**config.mk**
```make
export PLATFORM = sky130hd
export DESIGN_NAME = relm_div_sequencer
export DESIGN_NICKNAME = d
export VERILOG_FILES = /design/src/rtl/relm_div_sequencer.sv
export SDC_FILE = /design/constraint.sdc
export NUM_CORES = 1
export LEC_CHECK = 0
export ABC_CLOCK_PERIOD_IN_PS = 7300
export CAP_MARGIN = 20
export CORE_AREA = 2 2 180 182
export CTS_BUF_LIST = sky130_fd_sc_hd__clkbuf_8
export DETAILED_ROUTE_END_ITERATION = 16
export DIE_AREA = 0 0 182 184
export MAX_ROUTING_LAYER = met4
export PLACE_DENSITY = 0.77
export SYNTH_ARGS = -nofsm -noshare
export SYNTH_HDL_FRONTEND = slang
export SYNTH_SLANG_ARGS = --single-unit
export TNS_END_PERCENT = 10
```
**constraint.sdc**
```tcl
create_clock -name clk -period 7.3 [get_ports clk]
set_clock_uncertainty 0.2 [all_clocks]
set_input_delay 1.095 -clock clk [delete_from_list [all_inputs] [get_ports clk]]
set_output_delay 1.095 -clock clk [all_outputs]
set_load 0.005 [all_outputs]
```
**src/rtl/relm_div_sequencer.sv**
```systemverilog
// Multi-cycle divide controller: owns the ReLM custom unit, issues DIV/DIVINIT/DIVLOOP/DIVMOD
// and loops the unit's A/CB results back through its own registers.
module relm_div_sequencer #(
  parameter int WD  = 32,
  parameter int WOP = 5,
  parameter int WC  = 64
) (
  input  logic             clk,
  input  logic             rst,
  input  logic             req_valid,
  output logic             req_ready,
  input  logic [WD-1:0]    req_n,
  input  logic [WD-1:0]    req_d,
  output logic             rsp_valid,
  input  logic             rsp_ready,
  output logic [WD-1:0]    rsp_q,
  output logic [WD-1:0]    rsp_r,
  output logic             rsp_dz,
  output logic             cu_own,
  output logic [WOP-1:0]   cu_op,
  output logic             cu_opb,
  output logic [WD-1:0]    cu_x,
  output logic [WD-1:0]    cu_a,
  output logic [WD-1:0]    cu_xb,
  output logic [WC+WD-1:0] cu_cb,
  input  logic [WD-1:0]    cu_a_in,
  input  logic [WC+WD-1:0] cu_cb_in
);

  localparam int WCB = WC + WD;
  localparam int LW  = $clog2(WD);

  localparam logic [2:0] S_IDLE = 3'd0;
  localparam logic [2:0] S_DIV  = 3'd1;
  localparam logic [2:0] S_CALC = 3'd2;
  localparam logic [2:0] S_INIT = 3'd3;
  localparam logic [2:0] S_LOOP = 3'd4;
  localparam logic [2:0] S_MOD  = 3'd5;
  localparam logic [2:0] S_DONE = 3'd6;

  localparam logic [1:0] OP_DIV     = 2'b00;
  localparam logic [1:0] OP_DIVINIT = 2'b01;
  localparam logic [1:0] OP_DIVLOOP = 2'b10;
  localparam logic [1:0] OP_DIVMOD  = 2'b11;

  logic [2:0]     state;
  logic [WD-1:0]  a_q;
  logic [WCB-1:0] cb_q;
  logic [WD-1:0]  n_q;
  logic [WD-1:0]  d_q;
  logic [WD-1:0]  q_q;
  logic [WD-1:0]  r_q;
  logic           dz_q;
  logic [WD-1:0]  q0_q;

  // Position of the highest set bit; A and CB.b hold one-hot values in CALC.
  function automatic logic [LW-1:0] msb_pos(input logic [WD-1:0] v);
    msb_pos = '0;
    for (int i = 0; i < WD; i++) begin
      if (v[i]) msb_pos = LW'(i);
    end
  endfunction

  logic [LW-1:0] log_n;
  logic [LW-1:0] log_d;
  logic          q_zero;
  logic [WD-1:0] q0_next;

  always_comb begin
    log_n   = msb_pos(a_q);
    log_d   = msb_pos(cb_q[WD-1:0]);
    q_zero  = (a_q == '0) || (log_n < log_d);
    q0_next = {{(WD-1){1'b0}}, 1'b1} << (log_n - log_d);
  end

  // CALC keeps ownership but issues no sub-op, so x/a/xb/cb stay zero there.
  logic [1:0] sub_op;
  logic       issue;

  always_comb begin
    cu_own = 1'b0;
    issue  = 1'b0;
    sub_op = OP_DIV;
    cu_a   = '0;
    cu_xb  = '0;
    cu_cb  = '0;
    case (state)
      S_DIV: begin
        cu_own = 1'b1;
        issue  = 1'b1;
        sub_op = OP_DIV;
        cu_a   = n_q;
        cu_xb  = d_q;
      end
      S_CALC: cu_own = 1'b1;
      S_INIT: begin
        cu_own = 1'b1;
        issue  = 1'b1;
        sub_op = OP_DIVINIT;
        cu_a   = q0_q;
        cu_cb  = cb_q;
      end
      S_LOOP: begin
        cu_own = 1'b1;
        issue  = 1'b1;
        sub_op = OP_DIVLOOP;
        cu_a   = a_q;
        cu_cb  = cb_q;
      end
      S_MOD: begin
        cu_own = 1'b1;
        issue  = 1'b1;
        sub_op = OP_DIVMOD;
        cu_a   = a_q;
        cu_cb  = cb_q;
      end
      default: ;
    endcase
    cu_opb = cu_own;
    cu_op  = cu_own ? WOP'(3'b101) : '0;
    cu_x   = issue ? (WD'(sub_op) << WOP) : '0;
  end

  assign req_ready = (state == S_IDLE);
  assign rsp_valid = (state == S_DONE);
  assign rsp_q     = q_q;
  assign rsp_r     = r_q;
  assign rsp_dz    = dz_q;

  always_ff @(posedge clk) begin
    if (rst) begin
      state <= S_IDLE;
      a_q   <= '0;
      cb_q  <= '0;
      n_q   <= '0;
      d_q   <= '0;
      q_q   <= '0;
      r_q   <= '0;
      dz_q  <= 1'b0;
      q0_q  <= '0;
    end else begin
      case (state)
        S_IDLE: begin
          if (req_valid) begin
            n_q <= req_n;
            d_q <= req_d;
            if (req_d == '0) begin
              q_q   <= '1;
              r_q   <= req_n;
              dz_q  <= 1'b1;
              state <= S_DONE;
            end else begin
              state <= S_DIV;
            end
          end
        end
        S_DIV: begin
          a_q   <= cu_a_in;
          cb_q  <= cu_cb_in;
          state <= S_CALC;
        end
        S_CALC: begin
          if (q_zero) begin
            q_q   <= '0;
            r_q   <= n_q;
            dz_q  <= 1'b0;
            state <= S_DONE;
          end else begin
            q0_q  <= q0_next;
            state <= S_INIT;
          end
        end
        S_INIT: begin
          a_q   <= cu_a_in;
          cb_q  <= cu_cb_in;
          state <= S_LOOP;
        end
        S_LOOP: begin
          a_q  <= cu_a_in;
          cb_q <= cu_cb_in;
          if (cu_a_in == '0) state <= S_MOD;
        end
        S_MOD: begin
          a_q   <= cu_a_in;
          cb_q  <= cu_cb_in;
          q_q   <= cu_cb_in[WD-1:0];
          r_q   <= cu_a_in;
          dz_q  <= 1'b0;
          state <= S_DONE;
        end
        S_DONE: begin
          if (rsp_ready) state <= S_IDLE;
        end
        default: state <= S_IDLE;
      endcase
    end
  end

endmodule

```
==> impl_metrics.env, run 1 <==
export IMPL_power_leakage_uw=0.00669
export IMPL_area_growth_pct=37.3
export IMPL_crit_buf_inv=0
export IMPL_htreeDepth=2
export IMPL_crit_top_cell="o31ai_1"
export IMPL_yosys_area_share_xor_xnor=0.00190
export IMPL_insertion_delay_ps=580
export IMPL_arrival_ps=5520
export IMPL_critical_path_top_delay_family="compound AO/OA/AOI/OAI gates"
export IMPL_power_density_nw_per_um2=397
export IMPL_cts_tree="done"
export IMPL_cp_depth=13
export IMPL_finalWorstSetupSlack_ps=2050
export IMPL_wl_per_cell_um=18.6
export IMPL_fmaxAchievable_ghz=0.191
export IMPL_grt_pass1_vias=14009
export IMPL_drt_drc_violations_left=0
export IMPL_ys_seq_elements=292
export IMPL_startpoint="a_q[2]"
export IMPL_first_iter_violations=976
export IMPL_worstPathRequired_ps=7570
export IMPL_worst_path_max_fanout=64
export IMPL_startpoint_type="register"
export IMPL_postCtsSetupBuffers=0
export IMPL_synthMuxAreaShare=0.0231
export IMPL_drive_above_1_share=0.0512
export IMPL_worstSetupEndpoint="rsp_q[10]"
export IMPL_diodes=0
export IMPL_first_pass_iters=6
export IMPL_port_buffers=428
export IMPL_die_y_um=184
export IMPL_gp_congestion=0.925
export IMPL_yosysSeqAreaShare=0.422
export IMPL_ant_nets=0
export IMPL_clockBufferDepth=3
export IMPL_grt_usage=0.281
export IMPL_timing_rr_end="rsp_q[10]"
export IMPL_core_area_um2=31400
export IMPL_vdd_drop_max_mv=0.293
export IMPL_io_pin_count=462
export IMPL_synth_simple_area_share=0.227
export IMPL_cap_viol_max_count=0
export IMPL_use_met3=0.0668
export IMPL_layoutNonFillerInstCount=2549
export IMPL_met2_usage=0.462
export IMPL_gr_total_overflow=0
export IMPL_hpwl_mm=33.4
export IMPL_postLayoutCoreUtil=0.606
export IMPL_end_kind="register"
export IMPL_status="finished clean"
export IMPL_max_stage_delay_ps=850
export IMPL_root_buffer="clkbuf_8"
export IMPL_vias_per_cell=5.61
export IMPL_rr_startpoint="a_q[2]"
export IMPL_synthAdderAreaFrac=0.00866
export IMPL_grt_pass1_wl_mm=74.2
export IMPL_setup_violations=0
export IMPL_fin_tns_setup_ps=0
export IMPL_synth_ff_type="dfxtp_1"
export IMPL_die_w_um=182
export IMPL_rows=65
export IMPL_async_reset_ff_frac=0
export IMPL_place_worst_setup_slack_ps=2090
export IMPL_grt_max_degree=132
export IMPL_antenna_found_initial=0
export IMPL_die_area_um2=33500
export IMPL_slew_headroom=0.237
export IMPL_hold_violations=0
export IMPL_finalCriticalPeriod_ps=5250
export IMPL_period_share=0.719
export IMPL_placed_cells=2466
export IMPL_synth_cell_area_um2=13900
export IMPL_synth_compound_area_share=0.246
export IMPL_synth_area_per_cell_um2=7.84
export IMPL_regToRegSetupSlack_ps=2050
export IMPL_slowest_stage="and2_4"
export IMPL_yosys_warnings=0
export IMPL_use_met1=0.331
export IMPL_cts_hold_fix_buffers=0
export IMPL_grt_busiest_layer="met2"
export IMPL_path_class="register to register"
export IMPL_cts_sinks=292
export IMPL_reg2reg_depth=13
export IMPL_wl_mm=47.5
export IMPL_maxSlewViolCount=0
export IMPL_synth_edff_count=0
export IMPL_nets=2322
export IMPL_hold_class="register to register"
export IMPL_synthDistinctLibCells=63
export IMPL_dr_total_vias=14303
export IMPL_synthCells=1769
export IMPL_path_cells="nor2_1, o31ai_1, a21boi_0, o31ai_1, a211oi_1, o41ai_1, ha_1, nor2b_1, o31a_1, o21a_1, o21bai_4, and2_4, mux2i_1"
export IMPL_synth_top_family_by_area="compound AO/OA/AOI/OAI gates"
export IMPL_worstMarginPinSlew_ps=1140
export IMPL_cts_inserted_buffers=50
export IMPL_path_clk_slew_ps=60
export IMPL_cts_resized=0
export IMPL_rsz0062_at_grt="no"
export IMPL_start_util=0.442
worst min path at each step:
| stage | cells past startpoint | slack, ps | start | end |
|---|---|---|---|---|
| floorplan | 2 | 230 | cb_q[0] | cb_q[0] |
| global placement | 2 | 230 | cb_q[71] | cb_q[71] |
| detailed placement | 2 | 240 | cb_q[91] | cb_q[91] |
| CTS | 2 | 250 | cb_q[91] | cb_q[91] |
| global route | 2 | 260 | cb_q[88] | cb_q[88] |
| finish | 2 | 240 | cb_q[40] | cb_q[40] |
registers in the layout (all words and copies together), names as in the netlist:
name and flops:
q0_q 32, a_q 32, cb_q 96, rsp_r 32
rsp_q 32, d_q 32, rsp_dz 1, n_q 32
state 3
cells by family after synthesis:
kind of cell,count (synthesis)
multiplexers,32
AO/OA/AOI/OAI,551
other,1
XOR/XNOR,3
AND/OR/NAND/NOR,678
adder cells (fa/ha/maj),9
buffers and inverters,203
flip-flops,292
layout make-up:
cell class                      instances  area, um^2
Clock inverter                         20         115
Tap cell                              402         503
Multi-Input combinational cell       1306        7190
Fill cell                            2745       12400
Sequential cell                       292        5850
Clock buffer                           62         853
Timing Repair Buffer                  448        4460
Inverter                               19        71.3
report_power, final:
group	total (uW)	internal (uW)	switching, uW	leakage, uW
clock	1450	792	660	0.000554
combinational	3730	1530	2190	0.00375
sequential	2370	2030	341	0.00239
cell usage in the layout, fill, tap and decap left out, types with 3 or more instances in the layout:
master | Yosys | layout
a2111oi_0 | 4 | 4
a211oi_1 | 36 | 36
a21boi_0 | 3 | 3
a21oi_1 | 276 | 274
a22o_1 | 48 | 48
a22oi_1 | 64 | 64
and2_1 | 5 | 4
and3_1 | 34 | 34
buf_4 | 42 | 18
clkbuf_8 | 0 | 62
clkdlybuf4s50_1 | 0 | 427
conb_1 | 1 | 33
dfxtp_1 | 292 | 291
ha_1 | 8 | 8
inv_1 | 18 | 33
mux2i_1 | 32 | 32
nand2_1 | 429 | 428
nand2b_1 | 3 | 3
nand3_1 | 6 | 6
nand4_1 | 6 | 6
nor2_1 | 39 | 39
nor2b_1 | 94 | 93
nor3_1 | 13 | 13
nor4_1 | 30 | 30
nor4_4 | 4 | 4
o21a_1 | 3 | 3
o21ai_0 | 43 | 43
o22ai_1 | 33 | 33
o2bb2ai_1 | 16 | 16
o31ai_1 | 3 | 3
o41ai_1 | 3 | 3
or3_1 | 3 | 3
or4_1 | 4 | 4
per-stage QoR:
stage	hold WS, ps	area [um^2]	total power (uW)
after floorplan	227	14000	4800
after global placement	233	18000	5990
after detailed placement	238	18000	6100
after CTS	246	19000	7570
after global routing	264	19000	8090
final	244	19000	7550
cell usage after synthesis (all sizes together) (19+ instances only):
library cell / n / area (um^2)
dfxtp: 292 / 5850
clkbuf: 122 / 458
nor2b: 94 / 588
mux2i: 32 / 320
nand2: 429 / 1610
o21ai: 47 / 246
o22ai: 33 / 206
nor4: 35 / 285
nor2: 40 / 153
inv: 19 / 71.3
and3: 34 / 213
a22o: 48 / 420
buf: 62 / 467
a22oi: 64 / 480
a211oi: 36 / 270
a21oi: 276 / 1380
worst reg2reg max path: stages, from the launching register on:
cell      delay (ps)
dfxtp_1          430
nor2_1            80
o31ai_1          210
a21boi_0         140
o31ai_1          300
a211oi_1         120
o41ai_1          630
ha_1             360
nor2b_1          140
o31a_1           270
o21a_1           240
o21bai_4         740
and2_4           870
mux2i_1          400
per-layer routing:
layer,up-vias,share of wire
met5,-,0
met3,131,0.082
met4,0,0.040
li1,6823,-
met1,6711,0.40
met2,638,0.48
(Power assumes the default switching activity.)
==> run 2: changes to the inputs <==
- ABC_CLOCK_PERIOD_IN_PS: 7300 -> 4840
- CORE_AREA: 2 2 180 182 -> 2 2 179 181
- DIE_AREA: 0 0 182 184 -> 0 0 181 183
- PLACE_DENSITY: 0.77 -> 0.78
- clock period: 7.3 -> 4.84 ns (I/O delays scaled with it)
==> run 2 against run 1 <==
  * Routed wire length is 0.92% higher
  * Worst hold slack about the same
  * Design area grew 0.82%
  * Flip-flop and latch count is the same
  * Via count increased by 1.2%
  * Die area decreased by 1.1%
  * Combinational power increased by 54%
  * Sequential share of layout area shrank 0.25 points
  * Sequential power rose by 51%
  * Register-to-register slack lost 1400 ps
  * First-iteration DRC count grew 33%
==> impl_metrics.env, run 2 (same netlist as run 1, synthesis figures left out) <==
export IMPL_status="finished clean"
export IMPL_cap_viol_max_count=0
export IMPL_layout_commonest_cell="nand2_1"
export IMPL_postLayoutCoreUtil=0.614
export IMPL_maxSlewViolCount=0
export IMPL_grt_max_degree=93
export IMPL_grt_pass1_vias=13845
export IMPL_slew_headroom=0.304
export IMPL_finalCriticalPeriod_ps=4270
export IMPL_gp_congestion=0.960
export IMPL_postCtsSetupBuffers=0
export IMPL_cts_hold_fix_buffers=0
export IMPL_ant_nets=0
export IMPL_power_leakage_uw=0.00678
export IMPL_root_buffer="clkbuf_8"
export IMPL_dpl_cell_area_um2=18100
export IMPL_cts_resized=0
export IMPL_nets=2328
export IMPL_worstPathRequired_ps=3910
export IMPL_drive_above_1_share=0.0556
export IMPL_dr_total_vias=14472
export IMPL_power_density_nw_per_um2=608
export IMPL_fmaxAchievable_ghz=0.234
export IMPL_vias_per_cell=5.65
export IMPL_cts_inserted_buffers=50
export IMPL_hold_class="register to register"
export IMPL_first_iter_violations=1298
export IMPL_fillers=2710
export IMPL_worst_path_max_fanout=34
export IMPL_grt_pass1_wl_mm=74.6
export IMPL_die_w_um=181
export IMPL_period_share=0.882
export IMPL_path_class="register to output pin"
export IMPL_layoutNonFillerInstCount=2562
export IMPL_drt_drc_violations_left=0
export IMPL_hpwl_mm=33.6
export IMPL_fin_tns_setup_ps=0
export IMPL_power_total_uw=11700
export IMPL_rsz0062_at_grt="no"
export IMPL_first_pass_iters=6
export IMPL_antenna_found_initial=0
export IMPL_die_y_um=183
export IMPL_end_kind="output pin"
export IMPL_start_util=0.444
export IMPL_core_area_um2=31200
export IMPL_die_area_um2=33100
export IMPL_area_growth_pct=38.4
export IMPL_regToRegSetupSlack_ps=650
export IMPL_vdd_drop_max_mv=0.455
export IMPL_rows=65
export IMPL_regMostFlops="cb_q"
export IMPL_insertion_delay_ps=580
export IMPL_grt_usage=0.285
export IMPL_path_clk_slew_ps=60
export IMPL_cts_sinks=292
export IMPL_startpoint_type="register"
export IMPL_placed_cells=2472
export IMPL_setup_violations=0
export IMPL_cts_tree="done"
export IMPL_diodes=0
export IMPL_htreeDepth=2
export IMPL_worstMarginPinSlew_ps=1040
export IMPL_io_pin_count=462
export IMPL_design_area_um2=19200
export IMPL_wl_per_cell_um=18.7
export IMPL_clockBufferDepth=3
export IMPL_largest_reg_flops=96
export IMPL_hold_violations=0
export IMPL_port_buffers=428
export IMPL_arrival_ps=3340
export IMPL_gr_total_overflow=0
export IMPL_wl_mm=48.0
export IMPL_mostFrequentLayoutCells="nand2_1, clkdlybuf4s50_1, dfxtp_1"
[run 2: path summary, 6_finish.rpt]
check | from | depth (start not counted) | end
setup / recovery | state[0] | 4 | cu_xb[18]
hold / removal | cb_q[72] | 2 | cb_q[72]
setup reg to reg | a_q[2] | 15 | q0_q[17]
hold reg to reg | cb_q[72] | 2 | cb_q[72]
[run 2: area by class of cell]
| type | count | area (um^2) | share of cell area |
|---|---|---|---|
| clock buffers | 67 | 922 | 0.0481 |
| clock inverters | 22 | 145 | 0.00756 |
| inverters | 19 | 71.3 | 0.00372 |
| multi-input cells | 1306 | 7190 | 0.375 |
| flip-flops and latches | 292 | 5850 | 0.305 |
| well taps | 402 | 503 | 0.0262 |
| repair buffers | 454 | 4510 | 0.235 |
[run 2: per-stage QoR]
| stage | worst slack [ps] | hold WS, ps |
|---|---|---|
| 2_1_floorplan | 1390 | 227 |
| 3_3_place_gp | 876 | 233 |
| 3_5_place_dp | 783 | 239 |
| 4_1_cts | 565 | 246 |
| 5_1_grt | 298 | 260 |
| 6_report | 570 | 244 |
[run 2: layer usage]
metal	up-vias	wire length, um	GRT usage
met2	706	23200	0.474
met1	6812	18900	0.340
met3	118	4090	0.0639
met5	-	0	-
met4	0	1750	0.107
li1	6836	-	-
[run 2: worst max-delay path, cell delays in order, from the launching register on]
cell             delay, ps
dfxtp_1                670
nor2b_4                900
buf_4                  430
and3_1                 200
clkdlybuf4s50_1        550
[run 2: power by group]
part,internal [uW],switching [uW],total (uW)
logic,2340,3390,5730
clock network,1340,1020,2350
registers,3070,529,3590
==> run 3: changes to the inputs <==
- GPL_TIMING_DRIVEN: default -> 0
==> run 3 against run 2 <==
  * Utilization increased by 1.7 points
  * Global-route usage up 2.8 points
  * Critical path depth up 6
  * Maximum frequency decreased by 10%
  * Worst setup slack got worse by 480 ps
  * Clock-buffer cell count decreased by 8
  * Sequential power is essentially flat
  * Worst hold slack better by 1.5 ps
==> impl_metrics.env, run 3 (same netlist as run 1, synthesis figures left out) <==
export IMPL_postLayoutCoreUtil=0.631
export IMPL_htreeDepth=2
export IMPL_area_growth_pct=42.1
export IMPL_timing_rr_end="rsp_q[24]"
export IMPL_arrival_ps=3820
export IMPL_period_share=0.981
export IMPL_startpoint="state[1]"
export IMPL_path_class="register to output pin"
export IMPL_setup_violations=0
export IMPL_worst_path_max_fanout=15
export IMPL_nets=2483
export IMPL_ant_nets=0
export IMPL_cts_inserted_buffers=49
export IMPL_drive_above_1_share=0.0623
export IMPL_power_density_nw_per_um2=595
export IMPL_fillers=2686
export IMPL_gp_congestion=0.968
export IMPL_io_pin_count=462
export IMPL_status="finished clean"
export IMPL_multi_input_area_um2=7150
export IMPL_clockBufferDepth=3
export IMPL_wl_mm=53.0
export IMPL_mostFrequentLayoutCells="nand2_1, clkdlybuf4s50_1, dfxtp_1"
export IMPL_rows=65
export IMPL_grt_max_degree=16
export IMPL_startpoint_type="register"
export IMPL_fin_worst_hold_slack_ps=245
export IMPL_die_w_um=181
export IMPL_port_buffers=427
export IMPL_cts_hold_fix_buffers=0
export IMPL_dr_total_vias=15100
export IMPL_layout_commonest_cell="nand2_1"
export IMPL_regToRegSetupSlack_ps=400
export IMPL_cts_tree="done"
export IMPL_cts_sinks=292
export IMPL_rr_startpoint="a_q[2]"
export IMPL_grt_usage=0.313
export IMPL_regMostFlops="cb_q"
export IMPL_vias_per_cell=5.56
export IMPL_grt_pass1_wl_mm=79.6
export IMPL_maxSlewViolCount=0
export IMPL_finalCriticalPeriod_ps=4750
export IMPL_largest_reg_flops=96
export IMPL_worstMarginPinSlew_ps=1070
export IMPL_hold_class="register to register"
export IMPL_worstSetupEndpoint="cu_cb[29]"
export IMPL_drt_drc_violations_left=0
export IMPL_wl_per_cell_um=19.5
export IMPL_hold_violations=0
export IMPL_first_pass_iters=8
export IMPL_first_iter_violations=1302
export IMPL_start_util=0.444
export IMPL_regArea_um2=5850
export IMPL_rsz0062_at_grt="yes"
export IMPL_gr_total_overflow=0
export IMPL_core_area_um2=31200
export IMPL_power_leakage_uw=0.00704
export IMPL_fin_tns_setup_ps=0
export IMPL_insertion_delay_ps=590
export IMPL_die_area_um2=33100
export IMPL_reg2reg_depth=15
export IMPL_end_kind="output pin"
export IMPL_root_buffer="clkbuf_8"
export IMPL_power_total_uw=11700
export IMPL_vdd_drop_max_mv=0.530
export IMPL_cap_viol_max_count=0
export IMPL_path_clk_slew_ps=60
export IMPL_worstPathRequired_ps=3910
export IMPL_fmaxAchievable_ghz=0.211
export IMPL_grt_pass1_vias=14499
export IMPL_hpwl_mm=40.4
export IMPL_die_y_um=183
export IMPL_postCtsSetupBuffers=0
export IMPL_antenna_found_initial=1
export IMPL_slew_headroom=0.279
[run 3: changes by cell type in the layout (fill, tap and decap cells not counted), moves of 3 or more]
cell,change
buf_4,+19
buf_1,+6
inv_1,+3
clkbuf_8,-8
buf_2,+8
clkinv_2,+4
clkbuf_1,+114
clkbuf_2,+7
[run 3: power by group]
part / switching, uW / internal [uW] / total, uW
sequential: 519 / 3060 / 3580
clock: 1030 / 1090 / 2120
combinational: 3530 / 2510 / 6030
total: 5070 / 6660 / 11700
[run 3: repair_timing]
action | 4_1_cts | 5_1_grt
resized for setup | 8 | 6
setup endpoints to repair | 129 | 31
gates cloned | 0 | 0
[run 3: metrics by stage]
step                setup WS [ps]  instance area (um^2)  instances
global route                -27.3                 19700       2715
detailed placement           -363                 18800       2630
floorplan                    1390                 14000       1801
CTS                         -8.28                 19700       2714
global placement             -311                 18800       2630
finish                       94.1                 19700       2716
[run 3: metal layers]
metal  wire [um]  GRT usage  up-vias
li1            -          -     7144
met1       20400      0.355     7016
met2       25500      0.533      790
met3        4540     0.0691      150
met4        2510      0.139        0
met5           0          -        -
[run 3: area by class of cell]
| class | instances | share of cell area |
|---|---|---|
| Clock inverter | 26 | 0.00540 |
| Multi-Input combinational cell | 1306 | 0.363 |
| Antenna cell | 2 | 0.000254 |
| Tap cell | 402 | 0.0255 |
| Buffer | 183 | 0.0474 |
| Inverter | 19 | 0.00362 |
| Clock buffer | 59 | 0.0412 |
| Sequential cell | 292 | 0.297 |
| Timing Repair Buffer | 427 | 0.217 |
[run 3: how the worst min path moves through the flow]
stage	cells past startpoint	slack, ps	start	to
2_1_floorplan	2	230	cb_q[0]	cb_q[0]
5_1_grt	2	260	cb_q[52]	cb_q[52]
4_1_cts	2	250	cb_q[67]	cb_q[67]
6_report	2	250	cb_q[80]	cb_q[80]
3_5_place_dp	2	240	cb_q[45]	cb_q[45]
3_3_place_gp	2	230	cb_q[67]	cb_q[67]
[run 3: critical path, cell delays in order (launching register included)]
cell and delay, ps:
dfxtp_1 330, buf_2 240, inv_2 180, clkbuf_2 240, ha_1 230, clkbuf_2 190
a21oi_2 400, clkbuf_2 410, clkbuf_2 390, nor2_1 90, clkdlybuf4s50_1 530
